File: src/rtl/riscv_ctrl_pkg.sv
`default_nettype none
// ----------------------------------------------------------------------------
// riscv_ctrl_pkg: states, opcodes and select encodings shared by the
// multi-cycle controller, ALU_Control and the datapath.   Rev 1.0
// ----------------------------------------------------------------------------
package riscv_ctrl_pkg;

  typedef enum logic [3:0] {
    ST_FETCH     = 4'd0,
    ST_DECODE    = 4'd1,
    ST_MEM_ADDR  = 4'd2,
    ST_MEM_READ  = 4'd3,
    ST_MEM_WB    = 4'd4,
    ST_MEM_WRITE = 4'd5,
    ST_R_EXEC    = 4'd6,
    ST_R_WB      = 4'd7,
    ST_BRANCH    = 4'd8,
    ST_TRAP      = 4'd9
  } state_e;

  localparam logic [6:0] OP_RTYPE = 7'b0110011;
  localparam logic [6:0] OP_LD    = 7'b0000011;
  localparam logic [6:0] OP_SD    = 7'b0100011;
  localparam logic [6:0] OP_BEQ   = 7'b1100011;

  localparam logic [1:0] ALUOP_ADD   = 2'b00;
  localparam logic [1:0] ALUOP_SUB   = 2'b01;
  localparam logic [1:0] ALUOP_FUNCT = 2'b10;

  localparam logic [1:0] SRCB_RS2  = 2'b00;
  localparam logic [1:0] SRCB_FOUR = 2'b01;
  localparam logic [1:0] SRCB_IMM  = 2'b10;

endpackage
`default_nettype wire

File: src/rtl/mc_ctrl_outputs.sv
`default_nettype none
// ----------------------------------------------------------------------------
// mc_ctrl_outputs: combinational state-to-control decode with reset gating.
// Rev 1.0
// ----------------------------------------------------------------------------
module mc_ctrl_outputs
  import riscv_ctrl_pkg::*;
(
  input  state_e     state_i,
  input  logic       rst_n_i,
  input  logic       mem_ready_i,
  input  logic       zero_i,
  output logic       pc_en_o,
  output logic       pc_src_o,
  output logic       ir_write_o,
  output logic       i_or_d_o,
  output logic       mem_read_o,
  output logic       mem_write_o,
  output logic       reg_write_o,
  output logic       mem_to_reg_o,
  output logic       alu_src_a_o,
  output logic [1:0] alu_src_b_o,
  output logic [1:0] alu_op_o,
  output logic       illegal_o
);

  logic pc_write;
  logic pc_write_cond;

  always_comb begin
    pc_write      = 1'b0;
    pc_write_cond = 1'b0;
    pc_en_o       = 1'b0;
    pc_src_o      = 1'b0;
    ir_write_o    = 1'b0;
    i_or_d_o      = 1'b0;
    mem_read_o    = 1'b0;
    mem_write_o   = 1'b0;
    reg_write_o   = 1'b0;
    mem_to_reg_o  = 1'b0;
    alu_src_a_o   = 1'b0;
    alu_src_b_o   = SRCB_RS2;
    alu_op_o      = ALUOP_ADD;
    illegal_o     = 1'b0;

    case (state_i)
      ST_FETCH: begin
        // Request is held regardless of mem_ready; only the loads wait on it.
        mem_read_o  = 1'b1;
        alu_src_b_o = SRCB_FOUR;
        ir_write_o  = mem_ready_i;
        pc_write    = mem_ready_i;
      end
      ST_DECODE:   alu_src_b_o = SRCB_IMM;
      ST_MEM_ADDR: begin
        alu_src_a_o = 1'b1;
        alu_src_b_o = SRCB_IMM;
      end
      ST_MEM_READ: begin
        mem_read_o = 1'b1;
        i_or_d_o   = 1'b1;
      end
      ST_MEM_WB: begin
        reg_write_o  = 1'b1;
        mem_to_reg_o = 1'b1;
      end
      ST_MEM_WRITE: begin
        mem_write_o = 1'b1;
        i_or_d_o    = 1'b1;
      end
      ST_R_EXEC: begin
        alu_src_a_o = 1'b1;
        alu_op_o    = ALUOP_FUNCT;
      end
      ST_R_WB:     reg_write_o = 1'b1;
      ST_BRANCH: begin
        alu_src_a_o   = 1'b1;
        alu_op_o      = ALUOP_SUB;
        pc_write_cond = 1'b1;
        pc_src_o      = 1'b1;
      end
      ST_TRAP:     illegal_o = 1'b1;
      default:     ;
    endcase

    pc_en_o = pc_write | (pc_write_cond & zero_i);

    // While in reset no enable or request may reach the datapath or memory.
    if (!rst_n_i) begin
      pc_en_o     = 1'b0;
      ir_write_o  = 1'b0;
      mem_read_o  = 1'b0;
      mem_write_o = 1'b0;
      reg_write_o = 1'b0;
      illegal_o   = 1'b0;
    end
  end

endmodule
`default_nettype wire

File: src/rtl/multicycle_control.sv
`default_nettype none
// ----------------------------------------------------------------------------
// multicycle_control: FSM sequencing the multi-cycle RV64 datapath, with a
// retired-instruction counter.   Rev 1.0
// ----------------------------------------------------------------------------
module multicycle_control
  import riscv_ctrl_pkg::*;
#(
  parameter int CNT_W = 32
) (
  input  logic             clk,
  input  logic             reset,
  input  logic [6:0]       opcode,
  input  logic             zero,
  input  logic             mem_ready,
  output logic             pc_en,
  output logic             pc_src,
  output logic             ir_write,
  output logic             i_or_d,
  output logic             mem_read,
  output logic             mem_write,
  output logic             reg_write,
  output logic             mem_to_reg,
  output logic             alu_src_a,
  output logic [1:0]       alu_src_b,
  output logic [1:0]       alu_op,
  output logic             illegal,
  output logic [CNT_W-1:0] instr_count
);

  state_e           state_q, state_d;
  logic             store_q, store_d;
  logic [CNT_W-1:0] cnt_q, cnt_d;
  logic             retire;

  always_comb begin
    state_d = state_q;
    retire  = 1'b0;
    case (state_q)
      ST_FETCH:    if (mem_ready) state_d = ST_DECODE;
      ST_DECODE: begin
        case (opcode)
          OP_LD, OP_SD: state_d = ST_MEM_ADDR;
          OP_RTYPE:     state_d = ST_R_EXEC;
          OP_BEQ:       state_d = ST_BRANCH;
          default:      state_d = ST_TRAP;
        endcase
      end
      ST_MEM_ADDR: state_d = store_q ? ST_MEM_WRITE : ST_MEM_READ;
      ST_MEM_READ: if (mem_ready) state_d = ST_MEM_WB;
      ST_MEM_WB: begin
        state_d = ST_FETCH;
        retire  = 1'b1;
      end
      ST_MEM_WRITE: begin
        if (mem_ready) begin
          state_d = ST_FETCH;
          retire  = 1'b1;
        end
      end
      ST_R_EXEC:   state_d = ST_R_WB;
      ST_R_WB: begin
        state_d = ST_FETCH;
        retire  = 1'b1;
      end
      ST_BRANCH: begin
        state_d = ST_FETCH;
        retire  = 1'b1;
      end
      ST_TRAP:     state_d = ST_FETCH;
      default:     state_d = ST_FETCH;
    endcase
  end

  // The load/store class is captured in DECODE; the IR may be reused later.
  assign store_d = (state_q == ST_DECODE) ? (opcode == OP_SD) : store_q;
  assign cnt_d   = retire ? cnt_q + CNT_W'(1) : cnt_q;

  always_ff @(posedge clk) begin
    if (!reset) begin
      state_q <= ST_FETCH;
      store_q <= 1'b0;
      cnt_q   <= '0;
    end else begin
      state_q <= state_d;
      store_q <= store_d;
      cnt_q   <= cnt_d;
    end
  end

  assign instr_count = cnt_q;

  mc_ctrl_outputs u_outputs (
    .state_i      (state_q),
    .rst_n_i      (reset),
    .mem_ready_i  (mem_ready),
    .zero_i       (zero),
    .pc_en_o      (pc_en),
    .pc_src_o     (pc_src),
    .ir_write_o   (ir_write),
    .i_or_d_o     (i_or_d),
    .mem_read_o   (mem_read),
    .mem_write_o  (mem_write),
    .reg_write_o  (reg_write),
    .mem_to_reg_o (mem_to_reg),
    .alu_src_a_o  (alu_src_a),
    .alu_src_b_o  (alu_src_b),
    .alu_op_o     (alu_op),
    .illegal_o    (illegal)
  );

endmodule
`default_nettype wire
File: config.mk
export PLATFORM = sky130hd
export DESIGN_NAME = multicycle_control
export DESIGN_NICKNAME = d
export VERILOG_FILES = /design/src/rtl/riscv_ctrl_pkg.sv /design/src/rtl/mc_ctrl_outputs.sv /design/src/rtl/multicycle_control.sv
export SDC_FILE = /design/constraint.sdc
export NUM_CORES = 1
export LEC_CHECK = 0
export CAP_MARGIN = 20
export CORE_MARGIN = 5
export CORE_UTILIZATION = 47
export DETAILED_ROUTE_END_ITERATION = 10
export PLACE_DENSITY = 0.79
export SLEW_MARGIN = 10
export SYNTH_ARGS = -nofsm -noshare
export SYNTH_HDL_FRONTEND = slang
export SYNTH_SLANG_ARGS = --single-unit
File: constraint.sdc
create_clock -name clk -period 2.3 [get_ports clk]
set_input_delay 0.575 -clock clk [delete_from_list [all_inputs] [get_ports clk]]
set_output_delay 0.575 -clock clk [all_outputs]
set_load 0.03 [all_outputs]
==> results_dict.tcl <==
set metrics [dict create \
    yosysWarnings 0 \
    drv_cap 0 \
    most-common-layout-cells "clkdlybuf4s50_1, dfxtp_1, buf_4" \
    grt_pass1_wl_um 8800 \
    dp_hpwl_um 3890 \
    grt-ovfl-total 0 \
    utilization 0.690 \
    grt_max_degree 34 \
    first_pass_iters 5 \
    criticalPathCategory "in -> out" \
    place_ws_ns -0.121 \
    cts.sinks 37 \
    final_common_cell "clkdlybuf4s50_1" \
    gr-usage-all-layers 0.196 \
    setup_violations 0 \
    wirelength_um 5230 \
    worst_slew_pin_slew_ns 0.365 \
    synthXorXnorAreaFrac 0.0747 \
    hold_path.class "reg -> reg" \
    start_util 0.491 \
    ir_worst_vdd_v 0.000351 \
    yosys_register_bits 37 \
    holdBufCountCts 0 \
    met1_usage 0.271 \
    clk_latency_ns 0.29 \
    first_iter_violations 151 \
    fmax_ghz 0.449 \
    synthFlopType "dfxtp_1" \
    muxShareOfSynthArea 0.0151 \
    synth-simple-area-share 0.345 \
    diodes 0 \
    hold_viol_final 0 \
    rsz0062_at_grt "false" \
    clockBufferDepth 2 \
    status "finished, final reports clean" \
    synth_top_family_by_area "simple AND/OR/NAND/NOR gates" \
    cp-end-kind "output pin" \
    worstPathRequired_ns 1.73 \
    synth_area_leaders "dfxtp_1, a21oi_1, xnor2_1" \
    wl_per_cell_um 14.4 \
    syn_area_per_cell_um2 8.27 \
    cts_tree "yes" \
    p_per_area_nw_per_um2 452 \
    antenna_found_initial 0 \
    cellLeakagePower_nw 1.03 \
    clkTransAtPathRegs_ns 0.07 \
    die_w_um 75.1 \
    start_kind "input pin" \
    fin_nets 324 \
    h-tree-depth 2 \
    synth_fp_nets 253 \
    areaGrowthSynthToFinish_pct 40.4 \
    maxSlewViolCount 0 \
    drive_gt1_frac 0.157 \
    die_area_um2 5640 \
    drc_errors 0 \
    min_period_ns 2.23 \
    grtUsageMet3 0.0427 \
    period_share 0.968 \
    cts_buffers 5 \
    num_rows 23 \
    clock_skew_ns 0.00675 \
    vias_per_cell 5.79 \
    grt_pass1_vias 1947 \
    route.vias.total 2096 \
    synthArstFlopShare 0 \
    post_cts.repair.setup_buffers 0 \
    slew_headroom 0.756 \
    timing.hold.ws_ns 0.515 \
    synth.largest_area_cell "dfxtp_1" \
    postPlaceCellArea_um2 2710 \
    core-area_um2 4060 \
    drtAntennaViolNets 0 \
    num_io_pins 57 \
    worstPathArrival_ns 1.65 \
    crit_fanout 3 \
    synth_compound_area_frac 0.149 \
    yosysUniqueCellTypes 46 \
    synth_fa_ha_area_frac 0.00628 \
    root_buffer "clkbuf_8" \
    stdcell_area_um2 2800 \
    synth_top_area_frac 0.372 \
    synth-edff-count 0 \
    portBuffers 56 \
    chipHeight_um 75.1 \
    met2_usage 0.310 \
    synth_area_um2 1990 \
    fin_ws_ns 0.0739 \
    syn_inst 241 \
    gp_congestion 0.884 \
    ys_seq_area_frac 0.372 \
    busiest_layer "met2" \
]
-- synthesized netlist by cell type, types with 2 or more instances --
cell type  number
nor2b_1         2
nor4_1          4
and2_1          2
o21ai_0        11
dfxtp_1        37
a31oi_1         2
nor3_1          6
nand2_1        18
nor2_1         21
buf_1           2
and3_1          9
nand3_1        12
nor4b_1         2
xnor2_1        10
mux2i_1         3
a22o_1          2
and4_1          2
o31ai_1         8
or4_1           6
clkbuf_1        6
nand2b_1        3
nand4_1         7
nand4_2         2
inv_1           6
xor2_1          7
or3_1           9
buf_2           4
a21oi_1        20
-- repair_timing --
| action | in CTS | in global routing |
|---|---|---|
| endpoints found under the setup margin | 8 | 2 |
| gates resized for setup | 9 | 3 |
| pin swaps | 0 | 1 |
-- final timing paths --
check | end | slack (ns) | startpoint | cells after the start
setup / recovery | pc_en | 0.07 | reset | 4
hold / removal | instr_count[24]$_SDFFE_PN0P_ | 0.52 | instr_count[24]$_SDFFE_PN0P_ | 2
setup reg to reg | instr_count[24]$_SDFFE_PN0P_ | 0.28 | state_q[2]$_SDFFE_PN0P_ | 6
hold reg to reg | instr_count[24]$_SDFFE_PN0P_ | 0.52 | instr_count[24]$_SDFFE_PN0P_ | 2
-- layout make-up --
cell class	count	area [um2]
fillers	342	1260
multi-input cells	185	1190
flip-flops and latches	37	744
repair buffers	76	691
clock buffers	7	86.3
well taps	50	62.6
inverters	7	26.3
-- sequential cells by signal (all words and copies together) (netlist names) --
signal and count:
instr_count 32, state_q 4, store_q 1
-- routing by layer --
layer  share of wire  wire, um
met5               0         0
met4          0.0099        52
met3           0.051       267
met2            0.48      2510
met1            0.46      2400
-- worst max-delay path: stages --
cell	delay (ns)
clkdlybuf4s50_1	0.49
clkinv_1	0.11
nor4b_2	0.27
buf_4	0.20
-- through the flow --
stage                     std cells  setup TNS [ns]  total power, mW
after floorplan                 241               0            0.755
after global placement          355           -1.15            0.827
after detailed placement        355           -1.68            0.829
after CTS                       362               0             1.27
after global routing            362               0             1.31
final                           362               0             1.27
-- where the power goes --
part / switching, mW / internal, mW
Combinational: 0.0858 / 0.0690
Sequential: 0.0104 / 0.645
Clock: 0.217 / 0.238
Total: 0.314 / 0.952
-- cells by family (layout without fill, tap and decap cells) --
logic type / count (synthesis) / in the layout
AOI/OAI and AO/OA: 49 / 49
xor gates and xnor gates: 17 / 17
adders and majority gates: 1 / 1
buffers and inverters: 19 / 90
DFF: 37 / 37
muxes: 3 / 3
and+or+nand+nor: 115 / 115
Power figures use the tool's default switching activity.
